===== config.mk =====
export PLATFORM = sky130hd
export DESIGN_NAME = uart_packet_parser
export DESIGN_NICKNAME = d
export VERILOG_FILES = /design/src/rtl/uart_packet_parser.sv
export SDC_FILE = /design/constraint.sdc
export NUM_CORES = 1
export LEC_CHECK = 0
export CAP_MARGIN = 5
export CORE_ASPECT_RATIO = 1.25
export CORE_MARGIN = 1.5
export CORE_UTILIZATION = 30
export CTS_CLUSTER_DIAMETER = 120
export DETAILED_ROUTE_END_ITERATION = 16
export PLACE_DENSITY_LB_ADDON = 0.3
export SLEW_MARGIN = 20
export SYNTH_ARGS = -nofsm -noshare
export SYNTH_HDL_FRONTEND = slang
export SYNTH_SLANG_ARGS = --single-unit

===== constraint.sdc =====
create_clock -name clk -period 3.7 [get_ports clk]
set_input_delay 0.37 -clock clk [delete_from_list [all_inputs] [get_ports clk]]
set_output_delay 0.37 -clock clk [all_outputs]
set_load 0.03 [all_outputs]

===== src/rtl/uart_packet_parser.sv =====
module uart_packet_parser #(
  parameter logic [7:0]  SYNC_BYTE    = 8'hA5,
  parameter int unsigned MAX_LEN      = 16,
  parameter int unsigned TIMEOUT_CLKS = 12000
) (
  input  logic       clk,
  input  logic       rst_n,
  input  logic [7:0] rx_byte,
  input  logic       rx_byte_available,
  output logic [7:0] out_data,
  output logic       out_valid,
  input  logic       out_ready,
  output logic       out_last,
  output logic       frame_ok,
  output logic       frame_err,
  output logic       rx_drop,
  output logic       busy
);

  localparam int unsigned   TW        = $clog2(TIMEOUT_CLKS + 1);
  localparam int unsigned   IW        = (MAX_LEN > 1) ? $clog2(MAX_LEN) : 1;
  localparam logic [7:0]    MAX_LEN_B = 8'(MAX_LEN);
  localparam logic [TW-1:0] TMO_LAST  = TW'(TIMEOUT_CLKS - 1);

  typedef enum logic [2:0] {
    S_HUNT,
    S_LEN,
    S_PAYLOAD,
    S_CHK,
    S_DRAIN
  } state_t;

  state_t        state_q, state_d;
  logic          prev_avail_q;
  logic [7:0]    len_q, len_d;
  logic [7:0]    chk_q, chk_d;
  logic [7:0]    wr_idx_q, wr_idx_d;
  logic [7:0]    rd_idx_q, rd_idx_d;
  logic [TW-1:0] tmo_q, tmo_d;
  logic          frame_ok_q, frame_ok_d;
  logic          frame_err_q, frame_err_d;
  logic          rx_drop_q, rx_drop_d;
  logic [7:0]    mem_q [MAX_LEN];
  logic          strobe;
  logic          mem_we;
  logic          drain_last;

  always_comb begin
    strobe     = rx_byte_available & ~prev_avail_q;
    out_valid  = (state_q == S_DRAIN);
    drain_last = (rd_idx_q == len_q - 8'd1);
    out_last   = out_valid & drain_last;
    // Buffer is never reset, so data is masked outside DRAIN to keep outputs 0 after reset.
    out_data   = out_valid ? mem_q[rd_idx_q[IW-1:0]] : '0;
    busy       = (state_q != S_HUNT);
    frame_ok   = frame_ok_q;
    frame_err  = frame_err_q;
    rx_drop    = rx_drop_q;
  end

  always_comb begin
    state_d     = state_q;
    len_d       = len_q;
    chk_d       = chk_q;
    wr_idx_d    = wr_idx_q;
    rd_idx_d    = rd_idx_q;
    tmo_d       = '0;
    frame_ok_d  = 1'b0;
    frame_err_d = 1'b0;
    rx_drop_d   = 1'b0;
    mem_we      = 1'b0;

    case (state_q)
      S_HUNT: begin
        if (strobe && (rx_byte == SYNC_BYTE)) begin
          state_d = S_LEN;
        end
      end

      S_LEN, S_PAYLOAD, S_CHK: begin
        // A strobe always takes priority over a coincident timeout expiry.
        if (strobe) begin
          tmo_d = '0;
          case (state_q)
            S_LEN: begin
              if ((rx_byte == 8'd0) || (rx_byte > MAX_LEN_B)) begin
                frame_err_d = 1'b1;
                state_d     = S_HUNT;
              end else begin
                len_d    = rx_byte;
                chk_d    = rx_byte;
                wr_idx_d = '0;
                state_d  = S_PAYLOAD;
              end
            end
            S_PAYLOAD: begin
              mem_we   = 1'b1;
              chk_d    = chk_q ^ rx_byte;
              wr_idx_d = wr_idx_q + 8'd1;
              if ((wr_idx_q + 8'd1) == len_q) begin
                state_d = S_CHK;
              end
            end
            default: begin
              if (rx_byte == chk_q) begin
                frame_ok_d = 1'b1;
                rd_idx_d   = '0;
                state_d    = S_DRAIN;
              end else begin
                frame_err_d = 1'b1;
                state_d     = S_HUNT;
              end
            end
          endcase
        end else if (tmo_q == TMO_LAST) begin
          frame_err_d = 1'b1;
          state_d     = S_HUNT;
        end else begin
          tmo_d = tmo_q + TW'(1);
        end
      end

      S_DRAIN: begin
        rx_drop_d = strobe;
        if (out_ready) begin
          rd_idx_d = rd_idx_q + 8'd1;
          if (drain_last) begin
            state_d = S_HUNT;
          end
        end
      end

      default: begin
        state_d = S_HUNT;
      end
    endcase
  end

  always_ff @(posedge clk or negedge rst_n) begin
    if (!rst_n) begin
      state_q      <= S_HUNT;
      prev_avail_q <= 1'b1;
      len_q        <= '0;
      chk_q        <= '0;
      wr_idx_q     <= '0;
      rd_idx_q     <= '0;
      tmo_q        <= '0;
      frame_ok_q   <= 1'b0;
      frame_err_q  <= 1'b0;
      rx_drop_q    <= 1'b0;
    end else begin
      state_q      <= state_d;
      prev_avail_q <= rx_byte_available;
      len_q        <= len_d;
      chk_q        <= chk_d;
      wr_idx_q     <= wr_idx_d;
      rd_idx_q     <= rd_idx_d;
      tmo_q        <= tmo_d;
      frame_ok_q   <= frame_ok_d;
      frame_err_q  <= frame_err_d;
      rx_drop_q    <= rx_drop_d;
    end
  end

  always_ff @(posedge clk) begin
    if (mem_we) begin
      mem_q[wr_idx_q[IW-1:0]] <= rx_byte;
    end
  end

endmodule

After elaboration in Yosys (flattened, before gate mapping)
Memories as Yosys holds them, arrays and structs flattened.
Index checks and enable logic that the tools add are counted.
- add/subtract/negate cells: 4
- $lt $le $gt $ge: 1
- eq/ne operators: 18
- muxes and demuxes: 39
- bitwise gates (word level): 5
- reductions and logical operators: 13
- operators by type and width (operator ; number):
    $mux 8 ; 7
    $pmux 8 s2 ; 3
    $mux 14 ; 3
    $eq 8x8->1 ; 3
    $mux 3 ; 7
    $add 8x1->8 const B ; 2
    $mux 1 ; 15
    $add 14x1->14 const B ; 1
    $eq 14x14->1 const B ; 1
    $ne 2x2->1 const B ; 5
    $reduce_and 5->1 ; 2
    $pmux 3 s3 ; 1
    $eq 8x8->1 const B ; 1
    $gt 8x5->1 const B ; 1
    $logic_not 8->1 ; 1
    $reduce_and 4->1 ; 2
    $sub 8x1->8 const B ; 1
    $xor 8x8->8 ; 1
    $eq 3x2->1 const B ; 2
    $pmux 3 s2 ; 1
    $ne 2x1->1 const B ; 2
    $ne 4x4->1 const B ; 1
    $reduce_bool 2->1 ; 2
    $eq 3x1->1 const B ; 1
    other kinds (12) ; 14
- bits in registers: 53
- RAM bits: 128
- bits of input ports: 12
- output and inout bits: 14
- logic and storage cells: 91
- memories: 1
- memory list (name ; words ; bits a word ; read ports ; clocked after Yosys merged registers in ; write ports ; line ; text):
    mem_q ; 16 ; 8 ; 1 ; 0 ; 1 ; 43 ; logic [7:0] mem_q [MAX_LEN];

Depth between registers and ports, before layout
- depth in word-level cells: 6
- gate-level depth with buffers: 10
- depth with buffers taken out: 8

Worst setup path after synthesis
Ideal clock, no wire load.
- path type: reg-to-output
- start: register rd_idx_q[0]
- end: output port out_data[0]
- data arrival time: 1.884 ns
- required time: 3.330 ns
- setup slack: 1.446 ns
- cell stages (with the launch flop): 6
- buffers on the path: 2
- cell sequence: dfrtp_1 -> buf_6 -> buf_8 -> mux4_1 -> mux4_2 -> and2_1
- cells in the longest elaborated chain, start to end: 2
- ends and longest elaborated chain (item ; line ; text):
    from (decl) ; 38 ; logic [7:0] rd_idx_q, rd_idx_d;
    from (signal assigned) ; 157 ; rd_idx_q <= rd_idx_d;
    $mem_v2 16x8 ; - ;
    $mux 8 ; 54 ; out_data = out_valid ? mem_q[rd_idx_q[IW-1:0]] : '0;
    to (decl) ; 10 ; output logic [7:0] out_data,
No other way between the ends.

Final worst setup path
- start: register rd_idx_q[0]
- end: output port out_data[4]
Same word-level chain as after synthesis.

==> flow_summary_export.csv <==
group,metric,value,unit
synthesis,synth_fa_ha_area_share,1.08,%
global_route,track_usage,13.8,%
hold_path,holdPathStages,1,
clocking,clock-sinks,181,
timing,finalHoldViolCount,0,
global_route,grt_max_degree,37,
global_route,gr-usage-met3,2.44,%
synthesis,synth_compound_area_share,5.02,%
synthesis,syn_area,0.00815,mm2
global_route,grt_use_met2,24.4,%
setup_path,startpoint,"rd_idx_q[0]",
timing,setup_violations,0,
global_route,grt-busiest-layer,"met2",
timing,slew_viol_final,0,
clocking,clock_latency,0.43,ns
finish,synthToLayoutAreaGrowth,16.3,%
timing,worst_pin_slew,0.997,ns
setup_path,ff2ff_path_depth,4,
synthesis,synth_nets,572,
global_route,grt_use_met1,17.0,%
power,vdd_drop_max,0.347,mV
floorplanning,num_rows,67,
drt,vias_per_cell,5.03,
global_route,gr-total-overflow,0,
timing,setup_tns,0,ns
floorplanning,die_h,187,um
synthesis,seq_area_frac_synth,63.5,%
setup_path,arrival,3.14,ns
clocking,cts_tree,"yes",
placed_design,port_buffers,25,
power,powerDensity,611,mW/mm2
drt,post-route-drc-count,0,
finish,drive_above_1_share,15.9,%
setup_path,crit_slowest_cell,"dfrtp_2",
finish,final_cells,955,
synthesis,synth_ff_type,"edfxtp_1",
clocking,cts_made_buffers,17,
power,p_leak,0.00331,uW
setup_path,max_stage_delay,0.61,ns
synthesis,yosys_warnings,0,
synthesis,muxShareOfSynthArea,13.0,%
drt,dr.pass1.iters,5,
timing,fmax,285,MHz
hold_path,min_to,"prev_avail_q",
drt,vias,4808,
timing,fin_crit_sh,94.8,%
setup_path,critPathKind,"flop to output pin",
setup_path,worstSetupEndpointType,"output pin",
synthesis,synth_xor_xnor_area_share,4.41,%
clocking,cts-root-buf,"clkbuf_16",
global_route,antenna_found_initial,0,
flow_run,maxCapViolCount,0,
placed_design,dpl.cell_count,922,
floorplanning,initial_core_util,30.5,%
floorplanning,fp.dieW,150,um
setup_path,cp_max_fo,25,
setup_path,required,3.33,ns
power,power,5780,uW
timing,relSlewSlack,33.3,%
timing,worst_slack,0.191,ns
timing,fin_worst_skew,0.0143,ns
floorplanning,pin_count,26,
synthesis,syn-instance-count,553,
clocking,cts_buffer_depth,2,
timing,fin_crit,3.51,ns
global_route,grt_first_pass_wirelength,28600,um
clocking,cts_resized,0,
synthesis,synth_cell_types,54,
drt,first_iter_violations,316,
hold_path,hold_class,"input pin to flop",
synthesis,synth_edf_count,128,
timing,rsz0062_at_grt,"no",
placed_design,globalplace.congestion,0.802,
placed_design,preCtsSetupSlack,0.615,ns
setup_path,r2r-start,"prev_avail_q",
setup_path,path_cells,"buf_12 > mux4_1 > mux4_2 > and2_1 > clkdlybuf4s50_1",
synthesis,synth_seq_cells,181,
setup_path,r2r_end,"mem_q[14][6]",
hold_path,worstHoldStart,"rx_byte_available",
clocking,cts_htree_levels,4,
global_route,grt_pass1_vias,4910,
setup_path,ff2ff_setup_slack,1.21,ns
synthesis,syn_area_per_cell,14.7,um2
finish,fin_nets,616,
drt,wl_per_cell,19.4,um
drt,routed_wl,18500,um
setup_path,start_kind,"flop",
finish,diodes,0,
floorplanning,coreArea,0.0267,mm2
synthesis,synth_top_family_by_area,"multiplexers",
drt,ant_nets,0,
synthesis,synth-simple-area-share,10.6,%
timing,holdWs,0.385,ns
floorplanning,die_area,0.0282,mm2
clocking,clkTransAtPathRegs,0.07,ns
synthesis,synth-async-reset-ratio,29.3,%
placed_design,place_hpwl,12500,um
run_status,run_status,"finished, final reports clean",
-- layout by cell type, fill, tap and decap left out, types with 6 or more instances in the layout --
cell	Yosys	layout
nor2_1	48	48
inv_6	0	7
dfrtp_1	52	51
and3_1	6	6
and2_1	12	12
ha_1	7	7
inv_1	9	9
mux4_2	23	23
nand2_1	36	36
nand2b_1	8	8
nor3_1	12	12
xnor2_1	24	24
clkdlybuf4s50_1	0	24
a31oi_1	7	7
nand3_1	15	15
nand4_1	7	7
mux4_1	17	17
o21ai_0	20	20
mux2_2	6	6
edfxtp_1	128	128
a21oi_1	21	21
xor2_1	17	17
buf_4	1	26
clkbuf_16	0	17
-- critical path, delay by kind of cell, from the launching register on --
kind | cells | cell delay [ns]
buffers and inverters | 2 | 0.85
and+or+nand+nor | 1 | 0.17
DFF | 1 | 0.61
muxes | 2 | 1.05
-- registers in the layout, summed over array words and instances, names as in the netlist --
signal,flops
frame_err,1
frame_ok,1
state_q,3
tmo_q,14
mem_q,128
chk_q,8
rx_drop,1
wr_idx_q,8
rd_idx_q,8
len_q,8
prev_avail_q,1
-- per-stage QoR --
step / instance area (um2) / utilization, %
floorplan: 8150 / -
finish: 9470 / 35.4
global route: 9470 / 35.4
detailed placement: 8880 / 33.2
CTS: 9470 / 35.4
global placement: 8880 / 33.2
-- cell families after synthesis --
group | count (synthesis)
AOI/OAI and AO/OA | 68
DFF | 181
buffers and inverters | 37
and+or+nand+nor | 170
muxes | 49
adders and majority gates | 7
xor gates and xnor gates | 41
-- power breakdown --
group	switching, uW	leakage (uW)	internal [uW]
registers	132	0.00182	2240
logic	801	0.00121	823
clock network	831	0.000284	960
total	1760	0.00331	4020
-- how the worst max path moves through the flow --
| stage | endpoint | depth (start not counted) | slack (ns) |
|---|---|---|---|
| 2_1_floorplan | out_data[0] | 5 | 1.45 |
| 3_3_place_gp | out_data[6] | 5 | 0.64 |
| 3_5_place_dp | out_data[0] | 5 | 0.62 |
| 4_1_cts | out_data[0] | 5 | 0.14 |
| 5_1_grt | out_data[0] | 5 | 0.04 |
| 6_report | out_data[4] | 5 | 0.19 |
-- per-layer routing --
metal	vias up	routed length (um)	share of wire, %
met4	0	208	1.1
met1	2493	7700	42
li1	2193	-	-
met5	-	0	0
met2	104	9910	54
met3	18	663	3.6
-- layout make-up --
| class | instances | area (um2) |
|---|---|---|
| timing repair buffer | 53 | 470 |
| sequential | 181 | 5170 |
| fill | 2504 | 17300 |
| clock buffer | 18 | 429 |
| clock inverter | 14 | 155 |
| multi-input combinational | 335 | 2780 |
| tap | 345 | 432 |
| inverter | 9 | 33.8 |
-- synthesized netlist by cell type (2+ instances only) --
cell / count / area [um2]
mux2_2: 6 / 67.6
nand4_1: 7 / 43.8
edfxtp_1: 128 / 3840
o2bb2ai_1: 5 / 43.8
mux2i_1: 3 / 30.0
nand2b_1: 8 / 50.1
nor3_1: 12 / 60.1
nor4_1: 4 / 25.0
o21ai_1: 2 / 10.0
nor2_1: 48 / 180
buf_2: 6 / 30.0
and3_1: 6 / 37.5
clkbuf_1: 17 / 63.8
nand3b_1: 2 / 15.0
and2_1: 12 / 75.1
nand3_1: 15 / 75.1
mux4_1: 17 / 447
xnor2_1: 24 / 210
nor4_2: 2 / 25.0
inv_1: 9 / 33.8
nor2b_1: 2 / 12.5
or3_1: 3 / 18.8
nand2_1: 36 / 135
nor3b_1: 5 / 37.5
mux4_2: 23 / 518
o22ai_1: 3 / 18.8
a31oi_1: 7 / 43.8
ha_1: 7 / 87.6
buf_6: 2 / 22.5
o21ai_0: 20 / 100
a21oi_1: 21 / 105
dfrtp_1: 52 / 1300
xor2_1: 17 / 149
o2111ai_1: 2 / 17.5
-- timing repair --
action,4_1_cts,5_1_grt
hold buffers,1,0
endpoints found under the hold margin,27,0
setup buffers,0,0
No activity file was read; power rests on OpenSTA's default activity.
